$ cat config.mk
export PLATFORM = sky130hd
export DESIGN_NAME = qdec_ctx_arb
export DESIGN_NICKNAME = d
export VERILOG_FILES = /design/src/rtl/qdec_ctx_arb.sv
export SDC_FILE = /design/constraint.sdc
export NUM_CORES = 1
export LEC_CHECK = 0
export CAP_MARGIN = 20
export CELL_PAD_IN_SITES_DETAIL_PLACEMENT = 0
export CELL_PAD_IN_SITES_GLOBAL_PLACEMENT = 1
export CORE_ASPECT_RATIO = 0.5
export CORE_MARGIN = 5
export CORE_UTILIZATION = 36
export CTS_BUF_LIST = sky130_fd_sc_hd__clkbuf_4 sky130_fd_sc_hd__clkbuf_8 sky130_fd_sc_hd__clkbuf_16
export DETAILED_ROUTE_END_ITERATION = 7
export GPL_TIMING_DRIVEN = 0
export PLACE_DENSITY = 0.95
export SLEW_MARGIN = 20
export SYNTH_ARGS = -nofsm -noshare
export SYNTH_HDL_FRONTEND = slang
export SYNTH_SLANG_ARGS = --single-unit
$ cat constraint.sdc
create_clock -name clk -period 5.4 [get_ports clk]
set_input_delay 0.81 -clock clk [delete_from_list [all_inputs] [get_ports clk]]
set_output_delay 0.81 -clock clk [all_outputs]
set_load 0.05 [all_outputs]
$ cat src/rtl/qdec_ctx_arb.sv
// CABAC context-memory arbiter with lock scoreboard (init > upd > rd).
// Define QDEC_CTX_BYPASS_EN to forward upd_data straight to a read stalled on that context.
`timescale 1ns/1ps
module qdec_ctx_arb #(
    parameter int unsigned LOCK_DEPTH = 2
) (
    input  logic       clk,
    input  logic       rst,
    input  logic       init_en,
    input  logic [9:0] init_addr,
    input  logic [7:0] init_wdata,
    input  logic       init_we,
    input  logic [9:0] rd_addr,
    input  logic       rd_lock,
    input  logic       rd_vld,
    output logic       rd_rdy,
    output logic [7:0] rd_data,
    output logic       rd_data_vld,
    input  logic [9:0] upd_addr,
    input  logic [7:0] upd_data,
    input  logic       upd_vld,
    output logic       upd_rdy,
    output logic [9:0] mem_addr,
    output logic [7:0] mem_wdata,
    output logic       mem_we,
    output logic       mem_re,
    input  logic [7:0] mem_rdata,
    output logic       err
);

    logic [LOCK_DEPTH-1:0] lk_vld;
    logic [9:0]            lk_addr [LOCK_DEPTH];
    logic [LOCK_DEPTH-1:0] rd_hit_vec;
    logic [LOCK_DEPTH-1:0] upd_hit_vec;
    logic [LOCK_DEPTH-1:0] upd_clr;
    logic [LOCK_DEPTH-1:0] keep_vld;
    logic [LOCK_DEPTH-1:0] alloc_vec;
    logic [LOCK_DEPTH-1:0] lk_vld_nxt;
    logic                  upd_found;
    logic                  alloc_found;

    logic rd_locked;
    logic upd_hit;
    logic tbl_full;
    logic byp_ok;
    logic upd_acc;
    logic rd_acc;
    logic norm_acc;
    logic lock_alloc;

    // Result slots: q_* holds results due 1 and 2 cycles after the current one.
    logic [1:0]      q_vld;
    logic [1:0]      q_byp;
    logic [1:0][7:0] q_data;
    logic [2:0]      ins_vld;
    logic [2:0]      ins_byp;
    logic [2:0][7:0] ins_data;

    always_comb begin
        rd_hit_vec  = '0;
        upd_hit_vec = '0;
        for (int unsigned i = 0; i < LOCK_DEPTH; i++) begin
            rd_hit_vec[i]  = lk_vld[i] && (lk_addr[i] == rd_addr);
            upd_hit_vec[i] = lk_vld[i] && (lk_addr[i] == upd_addr);
        end
    end

    assign rd_locked = |rd_hit_vec;
    assign upd_hit   = |upd_hit_vec;
    assign tbl_full  = &lk_vld;

`ifdef QDEC_CTX_BYPASS_EN
    assign byp_ok = upd_vld && rd_locked && (upd_addr == rd_addr);
`else
    assign byp_ok = 1'b0;
`endif

    assign upd_rdy = !init_en;
    assign rd_rdy  = !init_en &&
                     (byp_ok || (!rd_locked && !upd_vld && (!tbl_full || !rd_lock)));

    assign upd_acc    = upd_vld && upd_rdy;
    assign rd_acc     = rd_vld && rd_rdy;
    assign norm_acc   = rd_acc && !byp_ok;
    assign lock_alloc = rd_acc && rd_lock;

    always_comb begin
        upd_clr   = '0;
        upd_found = 1'b0;
        for (int unsigned i = 0; i < LOCK_DEPTH; i++) begin
            if (upd_hit_vec[i] && !upd_found) begin
                upd_clr[i] = 1'b1;
                upd_found  = 1'b1;
            end
        end
    end

    // The freed entry is visible to the allocator, so a same-cycle unlock/relock works when full.
    always_comb begin
        keep_vld    = lk_vld & ~(upd_acc ? upd_clr : '0);
        alloc_vec   = '0;
        alloc_found = 1'b0;
        for (int unsigned i = 0; i < LOCK_DEPTH; i++) begin
            if (lock_alloc && !keep_vld[i] && !alloc_found) begin
                alloc_vec[i] = 1'b1;
                alloc_found  = 1'b1;
            end
        end
        lk_vld_nxt = keep_vld | alloc_vec;
    end

    always_ff @(posedge clk) begin
        if (rst || init_en) begin
            lk_vld <= '0;
        end else begin
            lk_vld <= lk_vld_nxt;
            for (int unsigned i = 0; i < LOCK_DEPTH; i++) begin
                if (alloc_vec[i]) begin
                    lk_addr[i] <= rd_addr;
                end
            end
        end
    end

    always_ff @(posedge clk) begin
        if (rst || init_en) begin
            err <= 1'b0;
        end else if (upd_acc && !upd_hit) begin
            err <= 1'b1;
        end
    end

    always_ff @(posedge clk) begin
        if (rst) begin
            mem_addr  <= '0;
            mem_wdata <= '0;
            mem_we    <= 1'b0;
            mem_re    <= 1'b0;
        end else if (init_en) begin
            mem_addr  <= init_addr;
            mem_wdata <= init_wdata;
            mem_we    <= init_we;
            mem_re    <= 1'b0;
        end else if (upd_acc) begin
            mem_addr  <= upd_addr;
            mem_wdata <= upd_data;
            mem_we    <= 1'b1;
            mem_re    <= 1'b0;
        end else if (norm_acc) begin
            mem_addr  <= rd_addr;
            mem_we    <= 1'b0;
            mem_re    <= 1'b1;
        end else begin
            mem_we    <= 1'b0;
            mem_re    <= 1'b0;
        end
    end

    // A bypass result queues behind every read still in flight, keeping results in order.
    always_comb begin
        ins_vld     = {1'b0, q_vld};
        ins_byp     = {1'b0, q_byp};
        ins_data[0] = q_data[0];
        ins_data[1] = q_data[1];
        ins_data[2] = '0;
        if (norm_acc) begin
            ins_vld[2] = 1'b1;
            ins_byp[2] = 1'b0;
        end
`ifdef QDEC_CTX_BYPASS_EN
        if (rd_acc && byp_ok) begin
            if (q_vld[1]) begin
                ins_vld[2]  = 1'b1;
                ins_byp[2]  = 1'b1;
                ins_data[2] = upd_data;
            end else if (q_vld[0]) begin
                ins_vld[1]  = 1'b1;
                ins_byp[1]  = 1'b1;
                ins_data[1] = upd_data;
            end else begin
                ins_vld[0]  = 1'b1;
                ins_byp[0]  = 1'b1;
                ins_data[0] = upd_data;
            end
        end
`endif
    end

    always_ff @(posedge clk) begin
        if (rst) begin
            q_vld       <= '0;
            q_byp       <= '0;
            q_data      <= '0;
            rd_data     <= '0;
            rd_data_vld <= 1'b0;
        end else begin
            q_vld       <= ins_vld[2:1];
            q_byp       <= ins_byp[2:1];
            q_data[0]   <= ins_data[1];
            q_data[1]   <= ins_data[2];
            rd_data_vld <= ins_vld[0];
            if (ins_vld[0]) begin
                rd_data <= ins_byp[0] ? ins_data[0] : mem_rdata;
            end
        end
    end

endmodule

Word-level counts from Yosys, hierarchy flattened

Memories as Yosys holds them, arrays and structs flattened.
Cells that the tools add are included.

Bits in registers: 44
Memory bits (writable): 20
Memories kept: 1

Equality and inequality tests: 4
Muxes and demuxes: 23
Bitwise gates (word level): 3
Reduce and logical (&&, ||, !) cells: 34

Memory list:

| memory  | words | width | rd ports | clocked after memory_dff | write ports | RTL line | source |
|---|---|---|---|---|---|---|---|
| lk_addr | 2     | 10    | 2        | 0                        | 1           | 32       | `logic [9:0] lk_addr [LOCK_DEPTH];` |

Operators with widths:

| operator             | count |
|---|---|
| 10-bit equality test | 4 |
| 10-bit 2-to-1 mux    | 4 |
| 8-bit 2-to-1 mux     | 3 |
| 1-bit logical AND    | 15 |
| 1-bit 2-to-1 mux     | 15 |
| 1-bit logical NOT    | 10 |
| 10-bit OR reduction  | 1 |
| 2-bit OR reduction   | 2 |
| 3-bit nonzero test   | 1 |
| 3-bit OR reduction   | 1 |
| 2-bit AND            | 1 |
| 1-bit logical OR     | 2 |
| 2-bit 2-to-1 mux     | 1 |
| 2-bit inverter       | 1 |
| 2-bit OR             | 1 |
| 2-bit AND reduction  | 1 |
| 2-bit nonzero test   | 1 |

Logic depth before layout (Yosys ltp)

Gate-level depths: netlist of run 1.
An unclocked memory read counts as a cell.

Depth in word-level cells: 21
Gate-level depth with buffers: 7
Depth with buffers taken out: 5

Worst setup path after synthesis of run 1

No wires, ideal clock.

Path type: input -> register
Start: input init_en
End: memory lk_addr[0][0] (enable)
Setup time: 378 ps
Arrival time: 2279 ps
Data required time: 5022 ps
Setup slack: 2744 ps
Cell stages on the path: 5
Path buffers: 1
Cells stage by stage: clkbuf_1 inv_1 nand2_1 o21ai_0 nor2b_1

Longest elaborated chain between the ends: 16
Elaborated cells between the ends (all ways): 26
Those cells by class: mux (11); bitwise (2); reduce/logical (13)

Ends and longest elaborated chain:

| item                                   | RTL line | source |
|---|---|---|
| start, declared                        | 9        | `input logic init_en,` |
| 1-bit logical NOT *                    | 78       | `assign upd_rdy = !init_en;` |
| net upd_rdy                            | 22       | `output logic upd_rdy,` |
| 1-bit logical AND                      | 82       | `assign upd_acc = upd_vld && upd_rdy;` |
| 2-bit 2-to-1 mux                       | 100      | `keep_vld = lk_vld & ~(upd_acc ? upd_clr : '0);` |
| 2-bit inverter                         | 100      |  |
| 2-bit AND                              | 100      |  |
| 1-bit logical NOT                      | 104      | `if (lock_alloc && !keep_vld[i] && !alloc_found) begin` |
| 1-bit logical AND                      | 104      |  |
| 1-bit 2-to-1 mux                       | 104      |  |
| 1-bit logical NOT                      | 104      |  |
| 1-bit logical AND                      | 104      |  |
| 1-bit 2-to-1 mux                       | 104      |  |
| 1-bit 2-to-1 mux                       | 118      | `if (alloc_vec[i]) begin` |
| 1-bit 2-to-1 mux                       | 113      | `if (rst \|\| init_en) begin` |
| 1-bit 2-to-1 mux (implied by the code) | 119      | `lk_addr[i] <= rd_addr;` |
| 10-bit OR reduction (no line)          | -        |  |
| 1-bit 2-to-1 mux (no line)             | -        |  |
| end, declared                          | 32       |  |

Mark *: on every way through the listed nets, which the timed path passes. The rest lies on a longest branch.

Worst setup path in the final report of run 1

Start: input rd_addr[7]
End: output rd_rdy

Longest elaborated chain between the ends: 7
Elaborated cells between the ends (all ways): 9
Those cells by class: eq/ne (2); reduce/logical (7)

Ends and longest elaborated chain:

| item                             | RTL line | source |
|---|---|---|
| start, declared                  | 13       | `input logic [9:0] rd_addr,` |
| 10-bit equality test             | 63       | `rd_hit_vec[i] = lk_vld[i] && (lk_addr[i] == rd_addr);` |
| 1-bit logical AND                | 63       |  |
| 2-bit OR reduction *             | 68       | `assign rd_locked = \|rd_hit_vec;` |
| 1-bit logical NOT *              | 80       | `(byp_ok \|\| (!rd_locked && !upd_vld && (!tbl_full \|\| !rd_lock)));` |
| 1-bit logical AND * (2 in a row) | 80       |  |
| 1-bit logical AND *              | 79       | `assign rd_rdy = !init_en &&` |
| end, declared                    | 16       | `output logic rd_rdy,` |

Mark *: on every way between the ends. The rest lies on a longest branch, timed or not.

==> flow_metrics.tcl, run 1 <==
set metrics [dict create \
    synth_warnings 0 \
    postLayoutCoreUtil 0.525 \
    timing.critical_path.slowest_stage_cell "sky130_fd_sc_hd__clkdlybuf4s50_1" \
    worst_r2r_src "lk_addr[0][0]" \
    tritoncts "yes" \
    crit_path_frequent_cell "sky130_fd_sc_hd__clkdlybuf4s50_1" \
    synth_top_cell_by_area "sky130_fd_sc_hd__dfxtp_1" \
    viasPerCell 4.91 \
    critical-path-max-stage-delay_ns 0.70 \
    grt_setup_unrepaired "no" \
    netlist_top_cells_count "sky130_fd_sc_hd__nor2_1, sky130_fd_sc_hd__dfxtp_1, sky130_fd_sc_hd__xnor2_1, sky130_fd_sc_hd__mux2i_1, sky130_fd_sc_hd__edfxtp_1" \
    postCtsResizedCells 0 \
    ys_ff_latch 54 \
    critPathBufInv 2 \
    antenna_found_initial 0 \
    final.min_clock_period_ns 3.76 \
    postSynth.asyncResetShare 0 \
    timing.critical_path.required_ns 4.59 \
    insertedDiodeCount 0 \
    syn_area_mm2 0.00263 \
    area_delta_synth_final_pct 44.2 \
    syn_area_per_cell_um2 10.2 \
    critPathLaunchType "input port" \
    postCtsSetupBuffers 0 \
    dr.pass1.iters 4 \
    die-width_um 131 \
    hold_path_depth 1 \
    initialDrtViolationCount 92 \
    path_delay_family "buffers and inverters" \
    criticalPathCategory "input port to output port" \
    worstPathCellList "clkdlybuf4s50_1, xnor2_1, nand4_1, o31a_1, o31a_2, clkdlybuf4s50_1" \
    fin_skew_ns 0.0103 \
    wl_per_cell_um 15.9 \
    synth_top_cell_area_share 0.259 \
    ioPinCount 93 \
    finalSetupViolCount 0 \
    finalSetupTns_ns 0 \
    post-route-drc-count 0 \
    clk-insertion-delay-late_ns 0.29 \
    finalMaxSlewViolations 0 \
    cts_sinks 54 \
    area_of_placed_instances_mm2 0.00364 \
    syn-instance-count 257 \
    cts_root_buffer "sky130_fd_sc_hd__clkbuf_16" \
    number_of_fill_cells 656 \
    drtAntennaViolNets 0 \
    fmaxAchievable_ghz 0.266 \
    hold_path_startpoint "q_vld[1]" \
    fp.dieH_um 70.4 \
    floorplan.core_area_mm2 0.00721 \
    timing.critical_path.to_type "output port" \
    via_count_of_the_first_global_routing_pass 2321 \
    gp_congestion 0.837 \
    top_count_cell_post_synth "sky130_fd_sc_hd__nor2_1" \
    synth.area.top_cells "sky130_fd_sc_hd__dfxtp_1, sky130_fd_sc_hd__edfxtp_1, sky130_fd_sc_hd__xnor2_1, sky130_fd_sc_hd__mux2i_1, sky130_fd_sc_hd__nor2_1" \
    grt_remaining_overflow 0 \
    cellPowerDensity_mw_per_mm2 256 \
    synth-seq-area-share 0.488 \
    cts_max_level 2 \
    die-area_mm2 0.00920 \
    totalWireLength_mm 7.17 \
    final.hold.worst_slack_ns 0.449 \
    vdd.ir_drop.worst_v 0.000152 \
    post-route-period-util 0.696 \
    synth_enable_flop_cells 20 \
    grt_start_max_net_pins 17 \
    max-slew-margin-rel 0.390 \
    synthesis.nets 318 \
    cts_hold_repair.buffers 0 \
    cts_inserted_buffers 5 \
    buffer_ports.inserted 89 \
    critical_path_cell_count 6 \
    hp-class "flop to flop" \
    crit_arrival_ns 2.95 \
    finish.net_count 414 \
    drive_above_1_share 0.0621 \
    drv.max_cap_violation_count 0 \
    reg2regPathDepth 5 \
    fin_area_mm2 0.00379 \
    route.vias.total 2209 \
    hold_viol_final 0 \
    clockBufferDepth 2 \
    tightestPinTransition_ns 0.913 \
    track_usage 0.156 \
    dp.final_hpwl_mm 5.62 \
    clk_transition_reported_paths_ns 0.06 \
    reg2reg_slack_ns 2.74 \
    synth.lib_cells_used.distinct 27 \
    rr_endpoint "lk_addr[0][9]" \
    holdPathEnd "q_vld[0]" \
    critPathMaxFanout 5 \
    starting_utilization_of_the_core_area 0.364 \
    power_leakage_nw 1.35 \
    rows 22 \
    run_status "completed" \
    grt_first_pass_wirelength_mm 11.6 \
    synth_ff_type "sky130_fd_sc_hd__dfxtp_1" \
]
final cells by class:
class	count	area [µm²]	share of cell area
repair buffers	89	891	0.235
inverters	2	7.51	0.00198
clock buffers	6	139	0.0367
plain buffers	14	55.1	0.0145
flip-flops and latches	54	1280	0.338
clock inverters	2	11.3	0.00297
well taps	96	120	0.0317
multi-input cells	187	1280	0.338
worst register-to-register path, stage by stage, from the launching register on:
cell,delay (ns)
sky130_fd_sc_hd__edfxtp_1,0.42
sky130_fd_sc_hd__xor2_1,0.17
sky130_fd_sc_hd__nor4_1,0.41
sky130_fd_sc_hd__nand3_1,0.21
sky130_fd_sc_hd__o21ai_0,0.30
sky130_fd_sc_hd__nor2b_1,0.78
routing by layer:
metal,share of wire,GRT usage
met5,0,0
met2,0.51,0.268
met4,0.011,0.0433
met3,0.044,0.0275
met1,0.44,0.201
registers in the layout (all words and copies together), names as in the netlist:
| signal | cells |
|---|---|
| err | 1 |
| lk_vld | 2 |
| mem_we | 1 |
| rd_data_vld | 1 |
| lk_addr | 20 |
| rd_data | 8 |
| q_vld | 2 |
| mem_re | 1 |
| mem_addr | 10 |
| mem_wdata | 8 |
where the power goes:
| part | internal, mW | switching [mW] | total, mW | leakage [nW] |
|---|---|---|---|---|
| Sequential | 0.434 | 0.00644 | 0.441 | 0.459 |
| Clock | 0.184 | 0.145 | 0.330 | 0.0772 |
| Combinational | 0.0917 | 0.107 | 0.199 | 0.813 |
| Total | 0.710 | 0.259 | 0.969 | 1.35 |
worst max-delay path by stage:
| stage | start | to | slack, ns |
|---|---|---|---|
| after CTS | rd_addr[7] | rd_rdy | 1.63 |
| after floorplan | init_en | lk_addr[0][0] | 2.74 |
| after global routing | rd_addr[7] | rd_rdy | 1.56 |
| final | rd_addr[7] | rd_rdy | 1.64 |
| after detailed placement | rd_addr[7] | rd_rdy | 1.64 |
| after global placement | rd_addr[5] | rd_rdy | 1.67 |
through the flow:
| stage | setup WS [ns] | power, mW | instances |
|---|---|---|---|
| 2_1_floorplan | 2.74 | 0.556 | 257 |
| 5_1_grt | 1.56 | 1.00 | 450 |
| 6_report | 1.64 | 0.969 | 450 |
| 3_5_place_dp | 1.64 | 0.647 | 442 |
| 4_1_cts | 1.63 | 0.972 | 450 |
| 3_3_place_gp | 1.67 | 0.644 | 442 |
kinds of logic after synthesis:
group                     Yosys count  share of synthesized area
and+or+nand+nor                    82                      0.143
DFF                                54                      0.488
xor gates and xnor gates           40                      0.133
muxes                              36                      0.142
AOI/OAI and AO/OA                  29                     0.0696
buffers and inverters              16                     0.0238
layout by cell type (no fill, tap or decap), types with 2 or more instances in the layout:
cell type,instances
sky130_fd_sc_hd__buf_2,2
sky130_fd_sc_hd__nor4_1,3
sky130_fd_sc_hd__o21ai_0,2
sky130_fd_sc_hd__clkbuf_1,9
sky130_fd_sc_hd__nand4_1,7
sky130_fd_sc_hd__buf_1,3
sky130_fd_sc_hd__inv_1,2
sky130_fd_sc_hd__clkdlybuf4s50_1,89
sky130_fd_sc_hd__nand2_1,4
sky130_fd_sc_hd__o31a_1,2
sky130_fd_sc_hd__clkbuf_16,5
sky130_fd_sc_hd__mux2i_1,26
sky130_fd_sc_hd__xnor2_1,30
sky130_fd_sc_hd__edfxtp_1,20
sky130_fd_sc_hd__nor3_1,2
sky130_fd_sc_hd__nand3_1,4
sky130_fd_sc_hd__xor2_1,10
sky130_fd_sc_hd__nor2_1,48
sky130_fd_sc_hd__dfxtp_1,34
sky130_fd_sc_hd__mux2_2,10
sky130_fd_sc_hd__a21oi_1,19
sky130_fd_sc_hd__nor2b_1,13
No activity file was read; power rests on OpenSTA's default activity.
==> run 2, diff against run 1 <==
--- a/config.mk
+++ b/config.mk
@@ -10,11 +10,11 @@
 export CELL_PAD_IN_SITES_GLOBAL_PLACEMENT = 1
 export CORE_ASPECT_RATIO = 0.5
 export CORE_MARGIN = 5
-export CORE_UTILIZATION = 36
+export CORE_UTILIZATION = 34
 export CTS_BUF_LIST = sky130_fd_sc_hd__clkbuf_4 sky130_fd_sc_hd__clkbuf_8 sky130_fd_sc_hd__clkbuf_16
 export DETAILED_ROUTE_END_ITERATION = 7
 export GPL_TIMING_DRIVEN = 0
-export PLACE_DENSITY = 0.95
+export PLACE_DENSITY = 0.92
 export SLEW_MARGIN = 20
 export SYNTH_ARGS = -nofsm -noshare
 export SYNTH_HDL_FRONTEND = slang
==> constraint.sdc (replaced) <==
create_clock -name clk -period 3.7 [get_ports clk]
set_input_delay 0.555 -clock clk [delete_from_list [all_inputs] [get_ports clk]]
set_output_delay 0.555 -clock clk [all_outputs]
set_load 0.05 [all_outputs]
==> run 2 against run 1 <==
  * Clock power increased by 67%
  * Clock skew decreased by 0.0046 ns
  * Core utilization decreased by 1.2 points
  * Flip-flop and latch count unchanged
  * Die area increased by 5.2%
  * Global-route usage decreased by 1.2 points
  * Total power increased by 53%
  * Register-to-register slack got worse by 1.8 ns
  * Critical endpoint unchanged
  * Largest cell class unchanged
  * Largest power group unchanged
==> flow_metrics.tcl, run 2 (synthesis results as in run 1) <==
set metrics [dict create \
    rows 22 \
    postCtsSetupBuffers 0 \
    finalMaxSlewViolations 0 \
    seq_area_mm2 0.00128 \
    die-area_mm2 0.00968 \
    cellPowerDensity_mw_per_mm2 388 \
    post-route-period-util 0.867 \
    timing.critical_path.required_ns 3.14 \
    timing.critical_path.slowest_stage_cell "sky130_fd_sc_hd__clkdlybuf4s50_1" \
    via_count_of_the_first_global_routing_pass 2264 \
    crit_arrival_ns 2.65 \
    starting_utilization_of_the_core_area 0.353 \
    critPathLaunchType "input port" \
    area_delta_synth_final_pct 45.2 \
    clk-insertion-delay-late_ns 0.29 \
    totalWireLength_mm 7.01 \
    gp_congestion 0.872 \
    groute.layer.met3.usage 0.0339 \
    finalSetupTns_ns 0 \
    cts_sinks 54 \
    largest_registers "lk_addr (20), mem_addr (10)" \
    cts_root_buffer "sky130_fd_sc_hd__clkbuf_16" \
    number_of_fill_cells 650 \
    tightestPinTransition_ns 1.07 \
    layout_commonest_cell "sky130_fd_sc_hd__clkdlybuf4s50_1" \
    total_power_mw 1.48 \
    combined_area_of_the_multi_input_logic_cells_mm2 0.00128 \
    drv.max_cap_violation_count 0 \
    clk_transition_reported_paths_ns 0.06 \
    critical-path-max-stage-delay_ns 0.70 \
    cts_inserted_buffers 5 \
    initialDrtViolationCount 113 \
    timing.critical_path.to_type "output port" \
    power_leakage_nw 1.36 \
    postCtsResizedCells 0 \
    pre_cts_ws_ns 0.333 \
    drtAntennaViolNets 0 \
    viasPerCell 4.84 \
    globalRouteMet2Util 0.253 \
    dp.final_hpwl_mm 5.52 \
    cts_hold_repair.buffers 0 \
    die-width_um 134 \
    wl_per_cell_um 15.6 \
    mostFrequentLayoutCells "sky130_fd_sc_hd__clkdlybuf4s50_1, sky130_fd_sc_hd__nor2_1, sky130_fd_sc_hd__dfxtp_1, sky130_fd_sc_hd__xnor2_1, sky130_fd_sc_hd__mux2i_1" \
    insertedDiodeCount 0 \
    grt_start_max_net_pins 17 \
    post-route-drc-count 0 \
    tritoncts "yes" \
    fp.dieH_um 72.1 \
    dr.pass1.iters 4 \
    crit_path_frequent_cell "sky130_fd_sc_hd__clkdlybuf4s50_1" \
    clockBufferDepth 2 \
    hp-class "flop to flop" \
    hold_viol_final 0 \
    cts_max_level 2 \
    fin_skew_ns 0.00567 \
    grtUsageMet1 0.180 \
    criticalPathCategory "input port to output port" \
    vdd.ir_drop.worst_v 0.000224 \
    floorplan.core_area_mm2 0.00743 \
    gr-max-usage-layer "met2" \
    route.vias.total 2179 \
    ioPinCount 93 \
    grt_first_pass_wirelength_mm 11.2 \
    antenna_found_initial 0 \
    buffer_ports.inserted 89 \
    post-route-worst-setup-slack_ns 0.492 \
    grt_setup_unrepaired "no" \
    drive_above_1_share 0.0621 \
    grt_remaining_overflow 0 \
    track_usage 0.145 \
    final.min_clock_period_ns 3.21 \
    fmaxAchievable_ghz 0.312 \
    finalSetupViolCount 0 \
    finish.net_count 414 \
    critPathMaxFanout 5 \
    largest_register_ffs 20 \
    run_status "completed" \
    worstPathCellList "clkdlybuf4s50_1, xnor2_1, nand4_1, o31a_1, o31a_2, clkdlybuf4s50_1" \
    register_with_the_most_flip_flops "lk_addr" \
    max-slew-margin-rel 0.288 \
]
run 2: cell types whose count changed in the layout (fill, tap and decap cells not counted), sizes merged:
cell,delta
bufinv,+1
clkbuf,+1
clkinv,-1
inv,-1
run 2: layout make-up:
type | instances | share of cell area
Multi-Input combinational cell | 187 | 0.336
Tap cell | 96 | 0.0315
Sequential cell | 54 | 0.336
Buffer | 14 | 0.0144
Inverter | 2 | 0.00197
Clock inverter | 1 | 0.00788
Clock buffer | 7 | 0.0384
Timing Repair Buffer | 89 | 0.234
run 2: metrics by stage:
stage / hold WS, ns / util / cell area (µm²) / instances
after floorplan: 0.414 / - / 2630 / 257
after global placement: 0.424 / 0.489 / 3640 / 442
after detailed placement: 0.434 / 0.489 / 3640 / 442
after CTS: 0.449 / 0.513 / 3810 / 450
after global routing: 0.469 / 0.513 / 3810 / 450
final: 0.442 / 0.513 / 3810 / 450
run 2: layer usage:
layer,part of all wire,routed length (µm)
met1,0.45,3150
met2,0.48,3350
met3,0.056,394
met4,0.017,119
met5,0,0
run 2: report_power, final:
| group | switching, mW | internal [mW] | leakage [nW] |
|---|---|---|---|
| clock network | 0.204 | 0.346 | 0.0875 |
| logic | 0.153 | 0.134 | 0.813 |
| registers | 0.00880 | 0.634 | 0.459 |
run 2: worst max-delay path: cells and delay by family:
| family | cells | cell delay [ns] |
|---|---|---|
| xor gates and xnor gates | 1 | 0.15 |
| and+or+nand+nor | 1 | 0.11 |
| AOI/OAI and AO/OA | 2 | 0.54 |
| buffers and inverters | 2 | 1.30 |
run 2: final timing paths:
| kind | startpoint | endpoint | slack, ns | cells past startpoint |
|---|---|---|---|---|
| worst max-delay path | rd_addr[7] | rd_rdy | 0.49 | 6 |
| worst min-delay path | q_vld[1] | q_vld[0] | 0.44 | 1 |
| worst max register to register | lk_addr[0][0] | lk_addr[0][2] | 0.93 | 5 |
| worst min register to register | q_vld[1] | q_vld[0] | 0.44 | 1 |
==> run 3, diff against run 2 <==
--- a/config.mk
+++ b/config.mk
@@ -13,6 +13,7 @@
 export CORE_UTILIZATION = 34
 export CTS_BUF_LIST = sky130_fd_sc_hd__clkbuf_4 sky130_fd_sc_hd__clkbuf_8 sky130_fd_sc_hd__clkbuf_16
 export DETAILED_ROUTE_END_ITERATION = 7
+export GPL_ROUTABILITY_DRIVEN = 0
 export GPL_TIMING_DRIVEN = 0
 export PLACE_DENSITY = 0.92
 export SLEW_MARGIN = 20
==> results of run 3 <==
The final DEF is identical to that of run 2; final timing and power are the same.
